<file path="config.mk">
export PLATFORM = sky130hd
export DESIGN_NAME = intpol2_nch_core
export DESIGN_NICKNAME = d
export VERILOG_FILES = /design/src/rtl/intpol2_nch_core.sv
export SDC_FILE = /design/constraint.sdc
export NUM_CORES = 2
export LEC_CHECK = 0
export CELL_PAD_IN_SITES_DETAIL_PLACEMENT = 0
export CELL_PAD_IN_SITES_GLOBAL_PLACEMENT = 1
export CORE_MARGIN = 2
export CORE_UTILIZATION = 52
export DETAILED_ROUTE_END_ITERATION = 12
export DONT_BUFFER_PORTS = 1
export PLACE_DENSITY_LB_ADDON = 0.1
export SLEW_MARGIN = 15
export SYNTH_ARGS = -nofsm -noshare
export SYNTH_HDL_FRONTEND = slang
export SYNTH_SLANG_ARGS = --single-unit
</file>
<file path="constraint.sdc">
create_clock -name clk -period 25.6 [get_ports clk]
set_input_delay 5.12 -clock clk [delete_from_list [all_inputs] [get_ports clk]]
set_output_delay 5.12 -clock clk [all_outputs]
set_load 0.03 [all_outputs]
</file>
<file path="src/rtl/intpol2_nch_core.sv">
// intpol2_nch_core: NCH-channel 3-point quadratic interpolator, one shared controller
// Ports: clk, rst (async, active-high); start + cfg_bypass/cfg_step/cfg_len launch a run;
//   Empty_i/RE_o read the input FIFOs, data_in valid one cycle after RE_o;
//   Afull_i/WE_o/data_out write the output FIFOs, data_out valid while WE_o is high;
//   status_reg = {5'b0, cfg_err, busy, done}.
// Define INTPOL2_ROUND_EN to round both fixed-point product scalings half-up instead of truncating.
module intpol2_nch_core #(
    parameter int NCH          = 2,
    parameter int DATA_WIDTH   = 12,
    parameter int N_bits       = 4,
    parameter int M_bits       = 11,
    parameter int CONFIG_WIDTH = 32
) (
    input  logic                           clk,
    input  logic                           rst,
    input  logic                           start,
    input  logic                           cfg_bypass,
    input  logic [N_bits+M_bits-1:0]       cfg_step,
    input  logic [CONFIG_WIDTH-1:0]        cfg_len,
    input  logic                           Empty_i,
    input  logic                           Afull_i,
    input  logic [NCH*DATA_WIDTH-1:0]      data_in,
    output logic                           RE_o,
    output logic                           WE_o,
    output logic [NCH*DATA_WIDTH-1:0]      data_out,
    output logic [7:0]                     status_reg
);
    localparam int XW = N_bits + M_bits;
    localparam int CW = DATA_WIDTH + 3;
    localparam int PW = CW + 2 * XW + 4;
    localparam logic [XW:0] ONE = (XW + 1)'(1) << M_bits;
    localparam logic signed [PW-1:0] MAXV = PW'(2 ** (DATA_WIDTH - 1) - 1);
    localparam logic signed [PW-1:0] MINV = -MAXV - PW'(1);
`ifdef INTPOL2_ROUND_EN
    localparam logic signed [PW-1:0] RND = PW'(1) << (M_bits - 1);
`else
    localparam logic signed [PW-1:0] RND = '0;
`endif
    typedef enum logic [2:0] {IDLE, CONFIG, LOAD, COEF, INTERP, SHIFT, BYP, DONE} state_t;
    state_t state_q, state_d;
    logic [XW-1:0] step_q;
    logic [CONFIG_WIDTH-1:0] len_q, cnt_q;
    logic [XW:0] x_q, x_nxt;
    logic err_q, rd_q, we_q, x_one, cfg_err, rd_want;
    logic signed [DATA_WIDTH-1:0] m0_q [NCH], m1_q [NCH], m2_q [NCH];
    logic signed [CW-1:0] p0_q [NCH], p1_q [NCH], p2_q [NCH], avg [NCH], c1 [NCH], c2 [NCH];
    logic signed [PW-1:0] xs, t1 [NCH], t2 [NCH], y [NCH];
    logic [NCH*DATA_WIDTH-1:0] dout_q, y_pk;
    // x carries one extra integer bit so x+step never wraps (x<1.0 before the add)
    assign x_one = |x_q[XW:M_bits];
    assign x_nxt = x_q + {1'b0, step_q};
    assign cfg_err = cfg_bypass ? cfg_len == '0 : (cfg_step == '0 || cfg_len < CONFIG_WIDTH'(3));
    // SHIFT issues one read at a time so x is always up to date when deciding the next one
    assign rd_want = state_q == LOAD  ? cnt_q < CONFIG_WIDTH'(3) :
                     state_q == SHIFT ? x_one && !rd_q && cnt_q < len_q :
                     state_q == BYP   ? cnt_q < len_q && !Afull_i : 1'b0;
    assign RE_o = rd_want && !Empty_i;
    assign WE_o = we_q;
    assign data_out = dout_q;
    assign status_reg = {5'b0, err_q, state_q != IDLE, state_q == DONE};
    always_comb begin
        xs = PW'($signed({1'b0, x_q}));
        y_pk = '0;
        for (int k = 0; k < NCH; k++) begin
            avg[k] = (CW'(m0_q[k]) + CW'(m2_q[k])) >>> 1;
            c2[k] = avg[k] - CW'(m1_q[k]);
            c1[k] = (CW'(m1_q[k]) <<< 1) - CW'(m0_q[k]) - avg[k];
            t1[k] = xs * PW'(p2_q[k]);
            t2[k] = xs * (PW'(p1_q[k]) + ((t1[k] + RND) >>> M_bits));
            y[k] = PW'(p0_q[k]) + ((t2[k] + RND) >>> M_bits);
            y_pk[k*DATA_WIDTH +: DATA_WIDTH] = y[k] > MAXV ? MAXV[DATA_WIDTH-1:0] :
                                               y[k] < MINV ? MINV[DATA_WIDTH-1:0] : y[k][DATA_WIDTH-1:0];
        end
    end
    always_comb begin
        state_d = state_q;
        case (state_q)
            IDLE:    state_d = start ? CONFIG : IDLE;
            CONFIG:  state_d = cfg_err ? DONE : cfg_bypass ? BYP : LOAD;
            LOAD:    state_d = (rd_q && cnt_q == CONFIG_WIDTH'(3)) ? COEF : LOAD;
            COEF:    state_d = INTERP;
            INTERP:  state_d = (!Afull_i && x_nxt >= ONE) ? SHIFT : INTERP;
            SHIFT:   state_d = rd_q ? SHIFT : !x_one ? COEF : cnt_q == len_q ? DONE : SHIFT;
            BYP:     state_d = (rd_q && cnt_q == len_q) ? DONE : BYP;
            DONE:    state_d = IDLE;
            default: state_d = IDLE;
        endcase
    end
    always_ff @(posedge clk or posedge rst) begin
        if (rst) begin
            state_q <= IDLE;
            step_q <= '0;
            len_q <= '0;
            cnt_q <= '0;
            x_q <= '0;
            err_q <= 1'b0;
            rd_q <= 1'b0;
            we_q <= 1'b0;
            dout_q <= '0;
            for (int k = 0; k < NCH; k++) begin
                m0_q[k] <= '0;
                m1_q[k] <= '0;
                m2_q[k] <= '0;
                p0_q[k] <= '0;
                p1_q[k] <= '0;
                p2_q[k] <= '0;
            end
        end else begin
            state_q <= state_d;
            rd_q <= RE_o;
            we_q <= 1'b0;
            if (state_q == IDLE && start) err_q <= 1'b0;
            if (state_q == CONFIG) begin
                step_q <= cfg_step;
                len_q <= cfg_len;
                err_q <= cfg_err;
                cnt_q <= '0;
                x_q <= '0;
            end
            if (RE_o) cnt_q <= cnt_q + CONFIG_WIDTH'(1);
            if (rd_q && state_q == BYP) begin
                dout_q <= data_in;
                we_q <= 1'b1;
            end
            // every captured sample slides the 3-sample window by one
            if (rd_q && state_q != BYP) begin
                for (int k = 0; k < NCH; k++) begin
                    m0_q[k] <= m1_q[k];
                    m1_q[k] <= m2_q[k];
                    m2_q[k] <= $signed(data_in[k*DATA_WIDTH +: DATA_WIDTH]);
                end
                if (state_q == SHIFT) x_q <= x_q - ONE;
            end
            if (state_q == COEF) begin
                for (int k = 0; k < NCH; k++) begin
                    p0_q[k] <= CW'(m0_q[k]);
                    p1_q[k] <= c1[k];
                    p2_q[k] <= c2[k];
                end
            end
            if (state_q == INTERP && !Afull_i) begin
                dout_q <= y_pk;
                we_q <= 1'b1;
                x_q <= x_nxt;
            end
        end
    end
endmodule

</file>
==> flow_metrics.py <==
metrics = {
    "floorplan": {
        "pin_count": 111,
        "chipHeight_um": 340,
        "coreArea_um2": 112000,
        "initial_utilization_pct": 52.3,
        "dieArea_um2": 115000,
        "row_count": 123,
        "die_w_um": 340,
    },
    "critical_path": {
        "critPathMaxStageDelay_ns": 0.97,
        "critical_path_arrival_ns": 19.26,
        "cp_common_cell": "fa_1",
        "worstPathRequired_ns": 26.04,
        "cp-start-kind": "register",
        "critPathKind": "reg2reg",
        "worstSetupEndpointType": "register",
        "crit_fanout": 50,
        "slowest_stage": "xnor2_2",
    },
    "logic_synthesis": {
        "synth_top_area_share_pct": 32.9,
        "synth_top_cells_by_area": "fa_1 33%, ha_1 13%, dfrtp_1 12%, inv_1 8.0%, nand2_1 5.9%",
        "async_reset_ff_share_pct": 100,
        "yosysWarnings": 0,
        "ys_ff_latch": 277,
        "ys_seq_area_share_pct": 11.8,
        "avgSynthCellArea_um2": 8.72,
        "synthCells": 6721,
        "syn_area_um2": 58600,
        "synth_area_leader_cell": "fa_1",
        "synthFlopType": "dfrtp_1",
        "synth_edf_count": 0,
        "ys_types": 84,
    },
    "sta": {
        "whs_ns": 0.486,
        "rsz0062_at_grt": "false",
        "fmax_mhz": 53.1,
        "setup_viol": 0,
        "worst_pin_slew_ns": 1.28,
        "fin_worst_skew_ns": 0.0212,
        "fin_setup_tns_ns": 0,
        "hold_viol": 0,
        "max-slew-margin-rel_pct": 14.4,
        "period_needed_ns": 18.82,
        "final-max-slew-violation-count": 0,
        "timing.final.crit_share_pct": 73.5,
    },
    "cts": {
        "clock_latency_ns": 0.58,
        "ctsHoldBuffers": 0,
        "clock_sinks": 277,
        "cts_buffer_depth": 3,
        "cts.htree.levels": 2,
        "cts_setup_buffers": 0,
        "clk_pin_slew_ns": 0.06,
        "cts_tree": "built",
        "clock-root-buffer": "clkbuf_16",
        "cts_inserted_buffers": 36,
        "post_cts_resized": 0,
    },
    "worst_hold_path": {
        "hp-class": "reg2reg",
    },
    "cells_and_area": {
        "layout.cells.non_filler": 8072,
        "area_growth_pct": 4.81,
        "drive_above_1_share_pct": 4.41,
        "postLayoutCellArea_um2": 61400,
        "nets": 8186,
    },
    "detailed_routing": {
        "ant_nets": 0,
        "routedWlPerCell_um": 19.5,
        "dr.first_iter.drc_count": 2685,
        "drt-total-wl_mm": 158,
        "first_pass_iters": 6,
        "vias": 44457,
        "viasPerCell": 5.51,
        "remaining_drc_errors": 0,
    },
    "placement": {
        "placed_cells": 8005,
        "place_area_um2": 60100,
        "place.gp.congestion": 0.887,
        "dpl.hpwl_mm": 123,
        "portBuffers": 0,
    },
    "global_routing": {
        "grt_pass1_vias": 46080,
        "overflow": 0,
        "grt_pass1_wl_mm": 258,
        "antenna_found_initial": 6,
        "grt_max_degree": 115,
        "track_usage_pct": 28.3,
    },
    "run_status": {
        "status": "finished, final reports clean",
    },
    "run": {
        "drv_cap": 0,
    },
}
-- final timing paths --
path	from	to	slack [ns]	cells after the start
setup / recovery	x_q[8]	data_out[14]	6.78	56
hold / removal	p0_q[23]	p0_q[23]	0.49	2
setup reg to reg	x_q[8]	data_out[14]	6.78	56
hold reg to reg	p0_q[23]	p0_q[23]	0.49	2
max in group asynchronous	rst	x_q[10]	19.59	2
min in group asynchronous	rst	data_out[16]	4.53	1
-- stage by stage --
step,utilization [%],setup slack [ns]
floorplan,-,9.69
global placement,53.6,6.98
detailed placement,53.6,6.78
CTS,54.7,6.75
global route,54.8,5.84
finish,54.8,6.78
-- layer usage --
layer	GRT usage, %	part of all wire [%]	vias up	wire (µm)
li1	-	-	20780	-
met1	42.0	47	22493	74100
met2	45.0	45	1050	71500
met3	3.82	6.0	130	9440
met4	4.60	1.5	4	2430
met5	0	0.017	-	27
-- sequential cells by signal (all words and copies together) (netlist names) --
signal    flops
cnt_q        32
len_q        32
p1_q         30
p2_q         26
data_out     24
m0_q         24
m1_q         24
m2_q         24
p0_q         24
x_q          16
step_q       15
state_q       3
WE_o          1
err_q         1
rd_q          1
-- layout by cell type (no fill, tap or decap), drive strengths merged, types with 63 or more instances in the layout --
master	count
buf	93
nor2	227
and2	481
dfrtp	277
nand3	84
inv	1263
xnor2	183
a21o	81
a21oi	182
nor2b	72
nand2	922
fa	963
xor2	63
ha	603
o21ai	267
-- cell families (layout without fill, tap and decap cells) --
family,after synthesis,count (layout),synth area share (%)
simple gates,2073,2073,17.1
fa+ha+maj,1577,1577,45.9
buf+inv,1572,1417,10.1
compound gates,905,905,10.0
flops,277,277,11.8
xor+xnor,246,246,3.68
mux,70,70,1.31
other cells,1,7,0.00640
-- worst max-delay path, delay by kind of cell (launching register included) --
family | cells | cell delay [ns]
xor+xnor | 3 | 1.44
buf+inv | 7 | 1.30
compound gates | 17 | 4.26
fa+ha+maj | 16 | 7.17
flops | 1 | 0.76
simple gates | 13 | 3.69
-- synth_stat cells (8+ instances only) --
cell and instances:
a2111oi_0 8, a211oi_1 35, a21boi_0 14, a21o_1 80, a21oi_1 180, a221oi_2 11
a311oi_1 17, a31o_2 12, a31oi_1 27, and2_1 479, and3_1 38, and4_1 8
buf_1 13, clkbuf_1 289, dfrtp_1 277, fa_1 963, ha_1 603, inv_1 1257
maj3_1 11, mux2_2 52, mux2i_1 18, nand2_1 922, nand2b_1 46, nand3_1 84
nand4_1 26, nor2_1 227, nor2b_1 72, nor3_1 62, nor3b_1 24, nor4_1 34
o211ai_1 40, o21a_1 39, o21ai_0 265, o21bai_1 31, o221ai_1 8, o22ai_1 38
o311ai_0 12, o31ai_1 21, or3_1 14, or4_1 11, xnor2_1 183, xor2_1 63
-- area by class of cell --
class,instances,area (µm²)
Fill cell,10644,50700
Multi-Input combinational cell,4876,45900
Sequential cell,277,6950
Inverter,1259,4730
Tap cell,1500,1880
Clock buffer,44,991
Timing Repair Buffer,93,698
Clock inverter,21,294
Antenna cell,2,5.00
Power is not shown: default switching activity piles up to over one toggle a cycle in this logic, so the estimate is an artifact.
